### config.mk
export PLATFORM = sky130hd
export DESIGN_NAME = armleocpu_store_unit
export DESIGN_NICKNAME = d
export VERILOG_FILES = /design/src/rtl/armleocpu_store_unit.sv
export SDC_FILE = /design/constraint.sdc
export NUM_CORES = 1
export LEC_CHECK = 0
export CORE_MARGIN = 10
export CORE_UTILIZATION = 45
export DETAILED_ROUTE_END_ITERATION = 7
export GPL_ROUTABILITY_DRIVEN = 0
export PLACE_DENSITY = 0.85
export SLEW_MARGIN = 20
export SYNTH_ARGS = -nofsm -noshare
export SYNTH_HDL_FRONTEND = slang
export SYNTH_SLANG_ARGS = --single-unit
export TNS_END_PERCENT = 20
### constraint.sdc
create_clock -name clk -period 3.5 [get_ports clk]
set_clock_uncertainty 0.05 [all_clocks]
set_input_delay 1.05 -clock clk [delete_from_list [all_inputs] [get_ports clk]]
set_output_delay 1.05 -clock clk [all_outputs]
set_load 0.005 [all_outputs]
### src/rtl/armleocpu_store_unit.sv
// rtl/armleocpu_store_unit.sv - store-path sequencer: type/alignment check, lane alignment, byte strobes, one bus write per request
// Optional feature macro ARMLEOCPU_STORE_UNIT_SPLIT_EN issues misaligned half/word stores as two bus writes.
module armleocpu_store_unit (
    input  logic        clk,
    input  logic        rst_n,
    input  logic        req_valid,
    output logic        req_ready,
    input  logic [31:0] req_addr,
    input  logic [1:0]  req_type,
    input  logic [31:0] req_data,
    output logic        rsp_valid,
    output logic [1:0]  rsp_status,
    output logic        bus_wvalid,
    input  logic        bus_wready,
    output logic [31:0] bus_waddr,
    output logic [31:0] bus_wdata,
    output logic [3:0]  bus_wstrb,
    input  logic        bus_bvalid,
    input  logic [1:0]  bus_bresp,
    output logic        bus_bready
);
    localparam logic [1:0] TYPE_BYTE      = 2'b00;
    localparam logic [1:0] TYPE_HALF      = 2'b01;
    localparam logic [1:0] TYPE_WORD      = 2'b10;
    localparam logic [1:0] TYPE_UNKNOWN   = 2'b11;
    localparam logic [1:0] STATUS_OK      = 2'b00;
    localparam logic [1:0] STATUS_MISALIGN= 2'b01;
    localparam logic [1:0] STATUS_UNKNOWN = 2'b10;
    localparam logic [1:0] STATUS_BUSERR  = 2'b11;

    typedef enum logic [2:0] {
        IDLE  = 3'd0,
        WREQ  = 3'd1,
        WRESP = 3'd2,
        RSP   = 3'd3
`ifdef ARMLEOCPU_STORE_UNIT_SPLIT_EN
        ,
        WREQ2  = 3'd4,
        WRESP2 = 3'd5
`endif
    } state_t;

    state_t     state;
    logic [1:0] offset;
    logic [4:0] shiftBits;
    logic [3:0] typeMask;
    logic       misaligned;
    logic [31:0] wordAddr;
    logic [1:0] brespStatus;

`ifdef ARMLEOCPU_STORE_UNIT_SPLIT_EN
    logic [7:0]  laneMask;
    logic [63:0] laneData;
    logic        splitPending;
    logic [31:0] beat2Addr;
    logic [31:0] beat2Data;
    logic [3:0]  beat2Strb;
`else
    logic [3:0]  laneMask;
    logic [31:0] laneData;
`endif

    assign offset    = req_addr[1:0];
    assign shiftBits = {offset, 3'b000};
    assign wordAddr  = {req_addr[31:2], 2'b00};

    always_comb begin
        case (req_type)
            TYPE_BYTE: typeMask = 4'b0001;
            TYPE_HALF: typeMask = 4'b0011;
            default:   typeMask = 4'b1111;
        endcase
    end

    assign misaligned = ((req_type == TYPE_WORD) && (offset != 2'b00))
                     || ((req_type == TYPE_HALF) && offset[0]);

    assign brespStatus = (bus_bresp == 2'b00) ? STATUS_OK : STATUS_BUSERR;

`ifdef ARMLEOCPU_STORE_UNIT_SPLIT_EN
    // The upper half of the widened shift is exactly the spill-over into the next word.
    assign laneMask = {4'b0000, typeMask} << offset;
    assign laneData = {32'h0000_0000, req_data} << shiftBits;
`else
    assign laneMask = typeMask << offset;
    assign laneData = req_data << shiftBits;
`endif

    always_ff @(posedge clk) begin
        if (!rst_n) begin
            state      <= IDLE;
            req_ready  <= 1'b0;
            rsp_valid  <= 1'b0;
            rsp_status <= STATUS_OK;
            bus_wvalid <= 1'b0;
            bus_waddr  <= 32'h0;
            bus_wdata  <= 32'h0;
            bus_wstrb  <= 4'h0;
            bus_bready <= 1'b0;
`ifdef ARMLEOCPU_STORE_UNIT_SPLIT_EN
            splitPending <= 1'b0;
            beat2Addr    <= 32'h0;
            beat2Data    <= 32'h0;
            beat2Strb    <= 4'h0;
`endif
        end else begin
            case (state)
                IDLE: begin
                    if (req_ready && req_valid) begin
                        req_ready <= 1'b0;
                        if (req_type == TYPE_UNKNOWN) begin
                            state      <= RSP;
                            rsp_valid  <= 1'b1;
                            rsp_status <= STATUS_UNKNOWN;
`ifndef ARMLEOCPU_STORE_UNIT_SPLIT_EN
                        end else if (misaligned) begin
                            state      <= RSP;
                            rsp_valid  <= 1'b1;
                            rsp_status <= STATUS_MISALIGN;
`endif
                        end else begin
                            state      <= WREQ;
                            bus_wvalid <= 1'b1;
                            bus_waddr  <= wordAddr;
                            bus_wdata  <= laneData[31:0];
                            bus_wstrb  <= laneMask[3:0];
`ifdef ARMLEOCPU_STORE_UNIT_SPLIT_EN
                            splitPending <= misaligned;
                            beat2Addr    <= wordAddr + 32'd4;
                            beat2Data    <= laneData[63:32];
                            beat2Strb    <= laneMask[7:4];
`endif
                        end
                    end else begin
                        req_ready <= 1'b1;
                    end
                end
                WREQ: begin
                    if (bus_wready) begin
                        bus_wvalid <= 1'b0;
                        bus_bready <= 1'b1;
                        state      <= WRESP;
                    end
                end
                WRESP: begin
                    if (bus_bvalid) begin
                        bus_bready <= 1'b0;
`ifdef ARMLEOCPU_STORE_UNIT_SPLIT_EN
                        // A failed first beat ends the request without touching the next word.
                        if (splitPending && (bus_bresp == 2'b00)) begin
                            state      <= WREQ2;
                            bus_wvalid <= 1'b1;
                            bus_waddr  <= beat2Addr;
                            bus_wdata  <= beat2Data;
                            bus_wstrb  <= beat2Strb;
                        end else begin
                            state      <= RSP;
                            rsp_valid  <= 1'b1;
                            rsp_status <= brespStatus;
                        end
`else
                        state      <= RSP;
                        rsp_valid  <= 1'b1;
                        rsp_status <= brespStatus;
`endif
                    end
                end
`ifdef ARMLEOCPU_STORE_UNIT_SPLIT_EN
                WREQ2: begin
                    if (bus_wready) begin
                        bus_wvalid <= 1'b0;
                        bus_bready <= 1'b1;
                        state      <= WRESP2;
                    end
                end
                WRESP2: begin
                    if (bus_bvalid) begin
                        bus_bready <= 1'b0;
                        state      <= RSP;
                        rsp_valid  <= 1'b1;
                        rsp_status <= brespStatus;
                    end
                end
`endif
                RSP: begin
                    rsp_valid <= 1'b0;
                    req_ready <= 1'b1;
                    state     <= IDLE;
                end
                default: begin
                    state      <= IDLE;
                    req_ready  <= 1'b0;
                    rsp_valid  <= 1'b0;
                    bus_wvalid <= 1'b0;
                    bus_bready <= 1'b0;
                end
            endcase
        end
    end
endmodule

### Word-level counts from Yosys, hierarchy flattened

Cells that the tools add are included.

* bits in registers: 75
* input bits: 73
* output and inout bits: 74
* logic and storage cells: 74

* equal/unequal tests: 12
* shift-type cells: 2
* muxes and demuxes: 28
* bitwise gates (word level): 5
* reduce and logical (&&, ||, !) cells: 18

Operators with widths (number)
* 32-bit by 5-bit left shift with 32-bit output: 1
* 2-bit two-way mux: 7
* 1-bit case mux with 3 select lines: 4
* 4-bit AND reduction: 3
* 1-bit two-way mux: 11
* 2-bit inequality test, second input constant: 5
* 3-bit two-way mux: 3
* 3-bit case mux with 3 select lines: 1
* 4-bit case mux with 2 select lines: 1
* 3-bit by 2-bit == test with 1-bit output, second input constant: 2
* 3-bit AND reduction: 2
* 2-bit OR reduction: 3
* 1-bit NOT: 5
* 5-bit AND reduction: 1
* 2-bit == test, second input constant: 2
* 2-bit zero test: 2
* 2-bit case mux with 2 select lines: 1
* 2-bit nonzero test: 2
* 4-bit by 2-bit left shift with 4-bit output: 1
* 3-bit by 1-bit == test with 1-bit output, second input constant: 1
* 1-bit logical AND: 3
* 3-bit zero test: 1
* 3-bit inequality test, second input constant: 1
* 2-bit by 1-bit == test with 1-bit output, second input constant: 1
* 1-bit logical OR: 1

### Longest topological paths before layout

Gate-level depths: netlist of the first run.

* depth after elaboration: 7
* mapped depth: 8
* gate-level depth less buffers: 6

### Worst setup path before layout of the first run

OpenSTA, ideal clock, no wires.

* kind: input-to-reg
* from: input req_addr[0]
* to: register bus_wdata[10]
* library setup time: 0.070 ns
* arrival: 2.221 ns
* required time: 3.380 ns
* slack: 1.159 ns
* stages: 5
* buffers on the path: 1
* cells stage by stage: or3_1 -> a21o_1 -> buf_2 -> or3_1 -> a21boi_1

* longest elaborated chain between the ends: 5
* elaborated cells between the ends (all ways): 7
* classes of those cells: 1 x shift; 1 x bitwise; 5 x reduce/logical

Ends and longest elaborated chain
* start: declaration: RTL line 8 `input logic [31:0] req_addr,`
* branches (longest 5 deep; another with 32-bit by 5-bit left shift with 32-bit output)
* end signal: assignment: RTL line 125 `bus_wdata <= laneData[31:0];`
* end: declaration: RTL line 16 `output logic [31:0] bus_wdata,`

Several ways; the timed one is not identified.
A chain may end at the register's enable or synchronous reset.

### Worst setup path after layout of the first run

* from: input req_type[0]
* to: register bus_waddr[14]

* longest elaborated chain between the ends: 5
* elaborated cells between the ends (all ways): 9
* classes of those cells: 3 x eq/ne; 2 x bitwise; 4 x reduce/logical

Ends and longest elaborated chain
* start: declaration: RTL line 9 `input logic [1:0] req_type,`
* 2-bit == test / 2-bit by 1-bit == test with 1-bit output (equally long branches): RTL line 75, 76
* 1-bit logical AND (on tied branches): RTL line 75, 76
* 1-bit logical OR: RTL line 76 `|| ((req_type == TYPE_HALF) && offset[0]);`
* 1-bit NOT (no line)
* 4-bit AND reduction (no line) (*)
* end signal: assignment: RTL line 124 `bus_waddr <= wordAddr;`
* end: declaration: RTL line 15 `output logic [31:0] bus_waddr,`

Mark *: on every way between the ends. The rest lies on a longest branch, timed or not.

==> results of run 1 <==
-- worst paths after layout --
| check | to | start | depth (start not counted) |
|---|---|---|---|
| worst max-delay path | bus_waddr[14] | req_type[0] | 6 |
| worst min-delay path | bus_wdata[13] | bus_wdata[13] | 2 |
| worst max register to register | bus_waddr[14] | state[0] | 7 |
| worst min register to register | bus_wdata[13] | bus_wdata[13] | 2 |
-- cell families (layout without fill, tap and decap cells) --
logic type / count (synthesis) / after routing / synth area share, %
compound gates: 101 / 101 / 22.50
fa+ha+maj: 5 / 5 / 1.844
buf+inv: 35 / 170 / 4.463
flops: 74 / 74 / 43.67
mux: 26 / 26 / 7.968
other cells: 1 / 2 / 0.1106
simple gates: 155 / 155 / 19.44
-- power by group --
group | switching [W] | total (W) | internal (W)
combinational | 0.000278 | 0.000595 | 0.000317
clock | 0.000321 | 0.000725 | 0.000403
sequential | 0.0000454 | 0.000954 | 0.000909
total | 0.000644 | 0.00227 | 0.00163
-- cell usage in the layout (no fill, tap or decap), drive strengths merged --
master         count
clkinv             1
a21oi              3
o211ai            18
clkdlybuf4s50    143
o311a              1
o21ai              5
ha                 5
inv                4
nor3               4
nand3             11
nor2b              3
a21o               2
nor2               7
nor3b              1
mux2               8
clkinvlp           2
bufinv             2
a21boi            58
buf                8
nand4b             1
dfxtp             74
nand2b             2
a31oi              3
or2                1
conb               2
o211a              9
or3               11
a211oi             1
o221a              1
nand2            112
mux2i             18
nand3b             2
clkbuf            10
-- registers in the layout, indices dropped and copies added (netlist names) --
| name | count |
|---|---|
| state | 2 |
| rsp_valid | 1 |
| bus_bready | 1 |
| bus_wvalid | 1 |
| bus_waddr | 30 |
| bus_wstrb | 4 |
| bus_wdata | 32 |
| rsp_status | 2 |
| req_ready | 1 |
-- layer usage --
layer	global-route usage, %	routed length (um)	part of all wire (%)	vias up
met3	5.329	834	7.8	26
met1	19.60	4133	39	1542
met4	9.188	384	3.6	0
li1	-	-	-	1623
met2	32.27	5344	50	115
met5	0	0	0	-
-- layout make-up --
cell class / instances / area [um^2] / share of cell area [%]
repair buffers: 151 / 1501 / 29.38
clock inverters: 6 / 88.84 / 1.738
multi-input cells: 289 / 1775 / 34.75
well taps: 99 / 123.9 / 2.424
flip-flops and latches: 74 / 1481 / 28.99
clock buffers: 10 / 127.6 / 2.498
inverters: 3 / 11.26 / 0.2204
-- per-stage QoR --
step / instances / utilization (%) / instance area, um^2 / setup WS (ns) / hold WS, ns
after floorplan: 398 / - / 3396 / 1.159 / 0.3971
after global placement: 616 / 67.11 / 4893 / 0.3448 / 0.3904
after detailed placement: 616 / 67.11 / 4893 / 0.2404 / 0.3923
after CTS: 632 / 70.08 / 5110 / 0.5815 / 0.4031
after global routing: 632 / 70.08 / 5110 / 0.4418 / 0.4288
final: 632 / 70.08 / 5110 / 0.5772 / 0.4006
-- tightest hold or removal path, cell delays in order (launching register included) --
cell	delay [ns]
dfxtp_1	0.31
nand2_1	0.05
a21boi_1	0.05
==> impl_results.md, run 1 <==
* Status: complete, no violations
* Bufs and invs on worst path at 2
* Initial DRC count at 105
* Critical path class: in -> reg
* # H-tree levels at 3
* Ranking of synthesized cells by area: dfxtp_1 (44%), nand2_1 (12%), a21boi_0 (9.1%), mux2i_1 (5.3%), o211ai_1 (4.0%)
* HP Class: reg -> reg
* Mean Syn Cell Area at 8.544 um^2
* Grt total ovfl at 0
* Layout cells sized above 1 at 6.567%
* Post-route ant nets at 0
* Number of global-route vias before repair at 3286
* Main flop type after synthesis: dfxtp_1
* Post-synthesis sequential area ratio at 43.67%
* Area leader, netlist: dfxtp_1
* Worst vdd ir at 0.0003607 V
* Final worst path period need at 2.923 ns
* Slowest cell delay on critical path at 0.57 ns
* Max Clk Rate at 0.3421 GHz
* # hold bufs at CTS at 0
* Synth Cell Area at 3392 um^2
* Post-synth top area share at 43.67%
* Number of synthesized flops with an enable pin at 0
* Largest net degree at the start of global routing at 50
* Row count at 31
* Initial cell density of the core at 46.52%
* Layout area overhead at 50.65%
* Post_cts resized at 0
* WL final at 10700 um
* Critical Path Fanout Max at 39
* Reg2Reg Setup Slack at 1.20 ns
* CTS root buffer: clkbuf_8
* CTS tree: built
* Crit path cell chain: clkdlybuf4s50_1, a21o_1, a21o_2, buf_4, nand2_1, a21boi_0
* Slowest CP cell: clkdlybuf4s50_1
* Relative slew slack at 53.56%
* Die W at 106.8 um
* RSZ-0062 raised after global routing: no
* Pre-Repair DR Iteration Count at 4
* Synth cell count leaders: nand2_1 (112), dfxtp_1 (74), a21boi_0 (41)
* Chip height at 106.8 um
* Final setup violation count at 0
* Die footprint at 11410 um^2
* Yosys reg bits at 74
* Setup TNS at 0 ns
* Final hold violations at 0
* Critical Path RT at 3.69 ns
* CTS Buf Count at 9
* Ant diodes at 0
* Fillers at 603
* Max-cap violations at 0
* CTS clock-pin slew for the worst setup and hold paths at 0.08 ns
* P_leak at 1.899 nW
* # port buffers at 144
* Gr usage total at 18.34%
* First-pass GRT wire length at 16960 um
* Initial antenna violation count at 0
* Critical Path End Type: flip-flop
* Max Slew Vio Count at 0
* Per-cell routed wire length at 16.92 um
* Cells after Synth at 397
* Synth unique cells at 32
* Core area at 7292 um^2
* IO Pins at 147
* FFs w/ async S/R, synth at 0%
* # clock sinks at 74
* Worst-margin pin slew at 0.6940 ns
* Crit path DAT at 3.11 ns
* Post-layout nets at 606
* Total power draw at 0.002274 W
* Count leader, synth: nand2_1
* Post-DP HPWL at 8216 um
* Post-CTS Setup Bufs at 0
* # DRC at 0
* DR vias/cell at 5.231
* Power per cell area at 445.0 nW/um^2
* Clk buf depth at 2
* Worst skew pair latency at 0.33 ns
* CP delay by family, top: buffers and inverters
* Worst setup SP type: input pin
* Crit share post-route at 83.51%
* YS warnings at 0
* Via count at 3306
Power figures use the tool's default switching activity.
==> inputs of run 2 (changes only) <==
CORE_UTILIZATION = 38   (was 45)
PLACE_DENSITY = 0.76   (was 0.85)
clock period = 2.55 ns   (was 3.5 ns; I/O delays follow)
==> impl_results.md, run 2 (same netlist as run 1, synthesis figures left out) <==
* Critical Path RT at 2.75 ns
* # hold bufs at CTS at 0
* Post-layout nets at 620
* Worst skew pair latency at 0.32 ns
* Layout cells sized above 1 at 9.141%
* Crit path cell chain: clkdlybuf4s50_1, buf_4, a21o_1, a21o_2, buf_4, nand2_1, a21boi_0
* Initial cell density of the core at 38.90%
* Hold path startpoint: bus_wdata[15]
* Fillers at 777
* Post-route ant nets at 0
* Grt total ovfl at 0
* P_leak at 1.971 nW
* Initial antenna violation count at 0
* Via count at 3271
* Power per cell area at 585.2 nW/um^2
* Ant diodes at 0
* R2R cell count at 7
* Per-cell routed wire length at 16.54 um
* Clk buf depth at 2
* WL final at 10830 um
* IO Pins at 147
* Critical path class: in -> reg
* Min Hold Slack at 0.4056 ns
* Reg2Reg Setup Slack at 0.62 ns
* Max Slew Vio Count at 0
* Critical R2R Launch: state[1]
* Most frequent cells in the layout: clkdlybuf4s50_1 (143), nand2_1 (112), dfxtp_1 (74), a21boi_0 (41)
* Worst setup SP type: input pin
* Total power draw at 0.003080 W
* Hold Path Stages at 2
* Crit path DAT at 2.52 ns
* Status: complete, no violations
* # H-tree levels at 3
* Largest Register: bus_wdata
* # port buffers at 144
* Chip height at 114.5 um
* Crit share post-route at 90.98%
* RSZ-0062 raised after global routing: no
* Critical Path End Type: flip-flop
* Post-CTS Setup Bufs at 0
* Die W at 114.5 um
* Slowest cell delay on critical path at 0.51 ns
* Slowest CP cell: clkdlybuf4s50_1
* Post_cts resized at 0
* Die footprint at 13110 um^2
* Max-cap violations at 0
* Hold Path Sink: bus_wdata[15]
* Largest net degree at the start of global routing at 46
* DR vias/cell at 4.994
* Relative slew slack at 51.02%
* Max Clk Rate at 0.4310 GHz
* Number of global-route vias before repair at 3361
* Initial DRC count at 178
* Core area at 8721 um^2
* Commonest non-fill, non-tap cell in the layout: clkdlybuf4s50_1
* Max reg flops at 32
* CTS tree: built
* Gr usage total at 16.03%
* CTS root buffer: clkbuf_8
* Final worst path period need at 2.320 ns
* Setup WS post-layout at 0.2300 ns
* CP dominant cell by count: buf_4
* # clock sinks at 74
* Biggest regs: bus_wdata x32, bus_waddr x30, bus_wstrb x4
* Row count at 34
* HP Class: reg -> reg
* First-pass GRT wire length at 17400 um
* CTS clock-pin slew for the worst setup and hold paths at 0.08 ns
* Post-layout util at 60.36%
* Worst vdd ir at 0.0004259 V
* Final hold violations at 0
* Worst-margin pin slew at 0.7320 ns
* R2r endpoint: bus_waddr[22]
* Pre-Repair DR Iteration Count at 6
* CTS Buf Count at 9
* Final setup violation count at 0
* # DRC at 0
* Post-DP HPWL at 8421 um
* Setup WS pre-CTS at -0.1094 ns
* Layout area overhead at 55.18%
* Critical Path Fanout Max at 19
==> run 2: cell count changes in the layout (fill, tap and decap cells not counted) <==
cell        change
clkinv_4        +1
bufinv_16       -1
buf_4          +10
clkbuf_8        +1
buf_12          +4
clkinvlp_4      +1
inv_6           -1
clkbuf_1        -1
==> run 2: where the power goes <==
part	internal [W]	switching (W)	total (W)
combinational	0.000464	0.000386	0.000850
clock	0.000479	0.000439	0.000918
sequential	0.00125	0.0000639	0.00131
total	0.00219	0.000889	0.00308
==> run 2: worst max path at each step <==
stage,from,to,depth (start not counted)
after detailed placement,req_type[0],bus_waddr[12],7
after global routing,req_addr[0],bus_wdata[0],6
after floorplan,req_addr[0],bus_wdata[10],5
after CTS,req_type[0],bus_waddr[22],7
after global placement,req_addr[0],bus_wdata[10],5
final,req_type[0],bus_waddr[22],7
==> run 2: routing by layer <==
metal,track usage [%],routed length (um),up-vias
li1,-,-,1653
met1,19.09,4606,1527
met2,27.52,5401,84
met3,4.665,739,7
met4,3.843,83,0
met5,0,0,-
==> run 2: through the flow <==
| stage | cells | instance area (um^2) | TNS (ns) |
|---|---|---|---|
| floorplan | 398 | 3396 | 0 |
| global placement | 639 | 5060 | -0.2984 |
| detailed placement | 639 | 5060 | -3.062 |
| CTS | 655 | 5264 | 0 |
| global route | 655 | 5264 | 0 |
| finish | 655 | 5264 | 0 |
==> run 2: final cells by class <==
class / count / area [um^2] / share of cell area [%]
inverters: 3 / 11.26 / 0.2139
well taps: 108 / 135.1 / 2.567
clock inverters: 6 / 66.31 / 1.260
multi-input cells: 289 / 1775 / 33.73
repair buffers: 165 / 1657 / 31.47
flip-flops and latches: 74 / 1481 / 28.14
clock buffers: 10 / 137.6 / 2.615
==> run 2: critical path, delay by kind of cell <==
| family | cells | cell delay (ns) |
|---|---|---|
| buffers and inverters | 3 | 0.95 |
| AOI/OAI and AO/OA | 3 | 0.72 |
| and+or+nand+nor | 1 | 0.07 |
==> inputs of run 3 (changes only) <==
REMOVE_ABC_BUFFERS = 1   (was unset)
SLEW_MARGIN = unset   (was 20)
==> impl_results.md, run 3 (same netlist as run 1, synthesis figures left out) <==
* Status: complete, no violations
* Post_cts resized at 0
* Worst vdd ir at 0.0003685 V
* # hold bufs at CTS at 0
* IO Pins at 147
* Most frequent cells in the layout: clkdlybuf4s50_1 (142), nand2_1 (112), dfxtp_1 (74), a21boi_0 (41)
* Final setup violation count at 0
* Worst skew pair latency at 0.34 ns
* Max Slew Vio Count at 0
* Post-layout util at 59.84%
* Crit share post-route at 90.14%
* # H-tree levels at 3
* Setup WS post-layout at 0.2514 ns
* HP Class: reg -> reg
* Post-route ant nets at 0
* Max-cap violations at 0
* Clk buf depth at 2
* Core area at 8721 um^2
* Critical Path Fanout Max at 20
* DR vias/cell at 5.017
* Max Clk Rate at 0.4350 GHz
* Via count at 3276
* CTS clock-pin slew for the worst setup and hold paths at 0.08 ns
* Setup TNS at 0 ns
* Largest Register: bus_wdata
* Max reg flops at 32
* # port buffers at 144
* Row count at 34
* Critical path class: in -> reg
* Initial antenna violation count at 0
* CTS Buf Count at 9
* Post-CTS Setup Bufs at 0
* CTS tree: built
* Commonest non-fill, non-tap cell in the layout: clkdlybuf4s50_1
* Crit path DAT at 2.52 ns
* Power per cell area at 588.9 nW/um^2
* RSZ-0062 raised after global routing: no
* Die footprint at 13110 um^2
* Critical Path RT at 2.77 ns
* Relative slew slack at 51.86%
* Post-layout nets at 618
* Layout cells sized above 1 at 8.991%
* # DRC at 0
* Final worst path period need at 2.299 ns
* Placed cells at 637
* Die W at 114.5 um
* WL final at 10500 um
* Ant diodes at 0
* Grt total ovfl at 0
* Chip height at 114.5 um
* Final std cells w/o fill at 653
* Pre-Repair DR Iteration Count at 4
* P_leak at 1.963 nW
* Layout area overhead at 53.85%
* Number of global-route vias before repair at 3423
* Per-cell routed wire length at 16.08 um
* Largest net degree at the start of global routing at 79
* # clock sinks at 74
* CTS root buffer: clkbuf_8
* Setup WS pre-CTS at -0.1000 ns
* Initial DRC count at 166
* Post-DP HPWL at 7922 um
* Gr usage total at 15.82%
* Worst setup SP type: input pin
* Biggest regs: bus_wdata x32, bus_waddr x30, bus_wstrb x4
* First-pass GRT wire length at 17150 um
* Min Hold Slack at 0.4002 ns
* Worst-margin pin slew at 0.7206 ns
* Initial cell density of the core at 38.90%
* Final hold violations at 0
* Critical Path End Type: flip-flop
run 3: metal layers:
layer	track usage, %	up-vias	part of all wire, %
met2	26.99	95	48
met5	0	-	0
met4	4.929	0	1.4
li1	-	1647	-
met3	4.874	13	7.3
met1	18.40	1521	43
run 3: through the flow:
step / area [um^2] / total power, W
after CTS: 5219 / 0.003115
after detailed placement: 5015 / 0.002172
after floorplan: 3256 / 0.001725
final: 5219 / 0.003073
after global routing: 5219 / 0.003262
after global placement: 5015 / 0.002150
run 3: final timing paths:
kind | startpoint | end | slack (ns) | cells after the start
max | req_addr[1] | bus_wstrb[1] | 0.25 | 5
min reg2reg | bus_wdata[9] | bus_wdata[9] | 0.40 | 2
max reg2reg | state[0] | bus_waddr[22] | 0.47 | 7
min | bus_wdata[9] | bus_wdata[9] | 0.40 | 2
run 3: where the power goes:
group          leakage (nW)  internal [W]  switching (W)  total (W)
Sequential            0.598       0.00125      0.0000601    0.00131
Clock                 0.105      0.000501       0.000433   0.000933
Combinational          1.26      0.000454       0.000378   0.000832
run 3: critical path, cell delays in order:
cell and delay [ns]:
clkdlybuf4s50_1 0.48, or3_1 0.39, a21o_2 0.33, or3_1 0.39, a21boi_1 0.16
run 3: final cells by class:
class	instances	area, um^2
Clock buffer	11	151.4
Clock inverter	5	52.55
Timing Repair Buffer	163	1612
Tap cell	108	135.1
Sequential cell	74	1481
Fill cell	753	3502
Multi-Input combinational cell	289	1775
Inverter	3	11.26
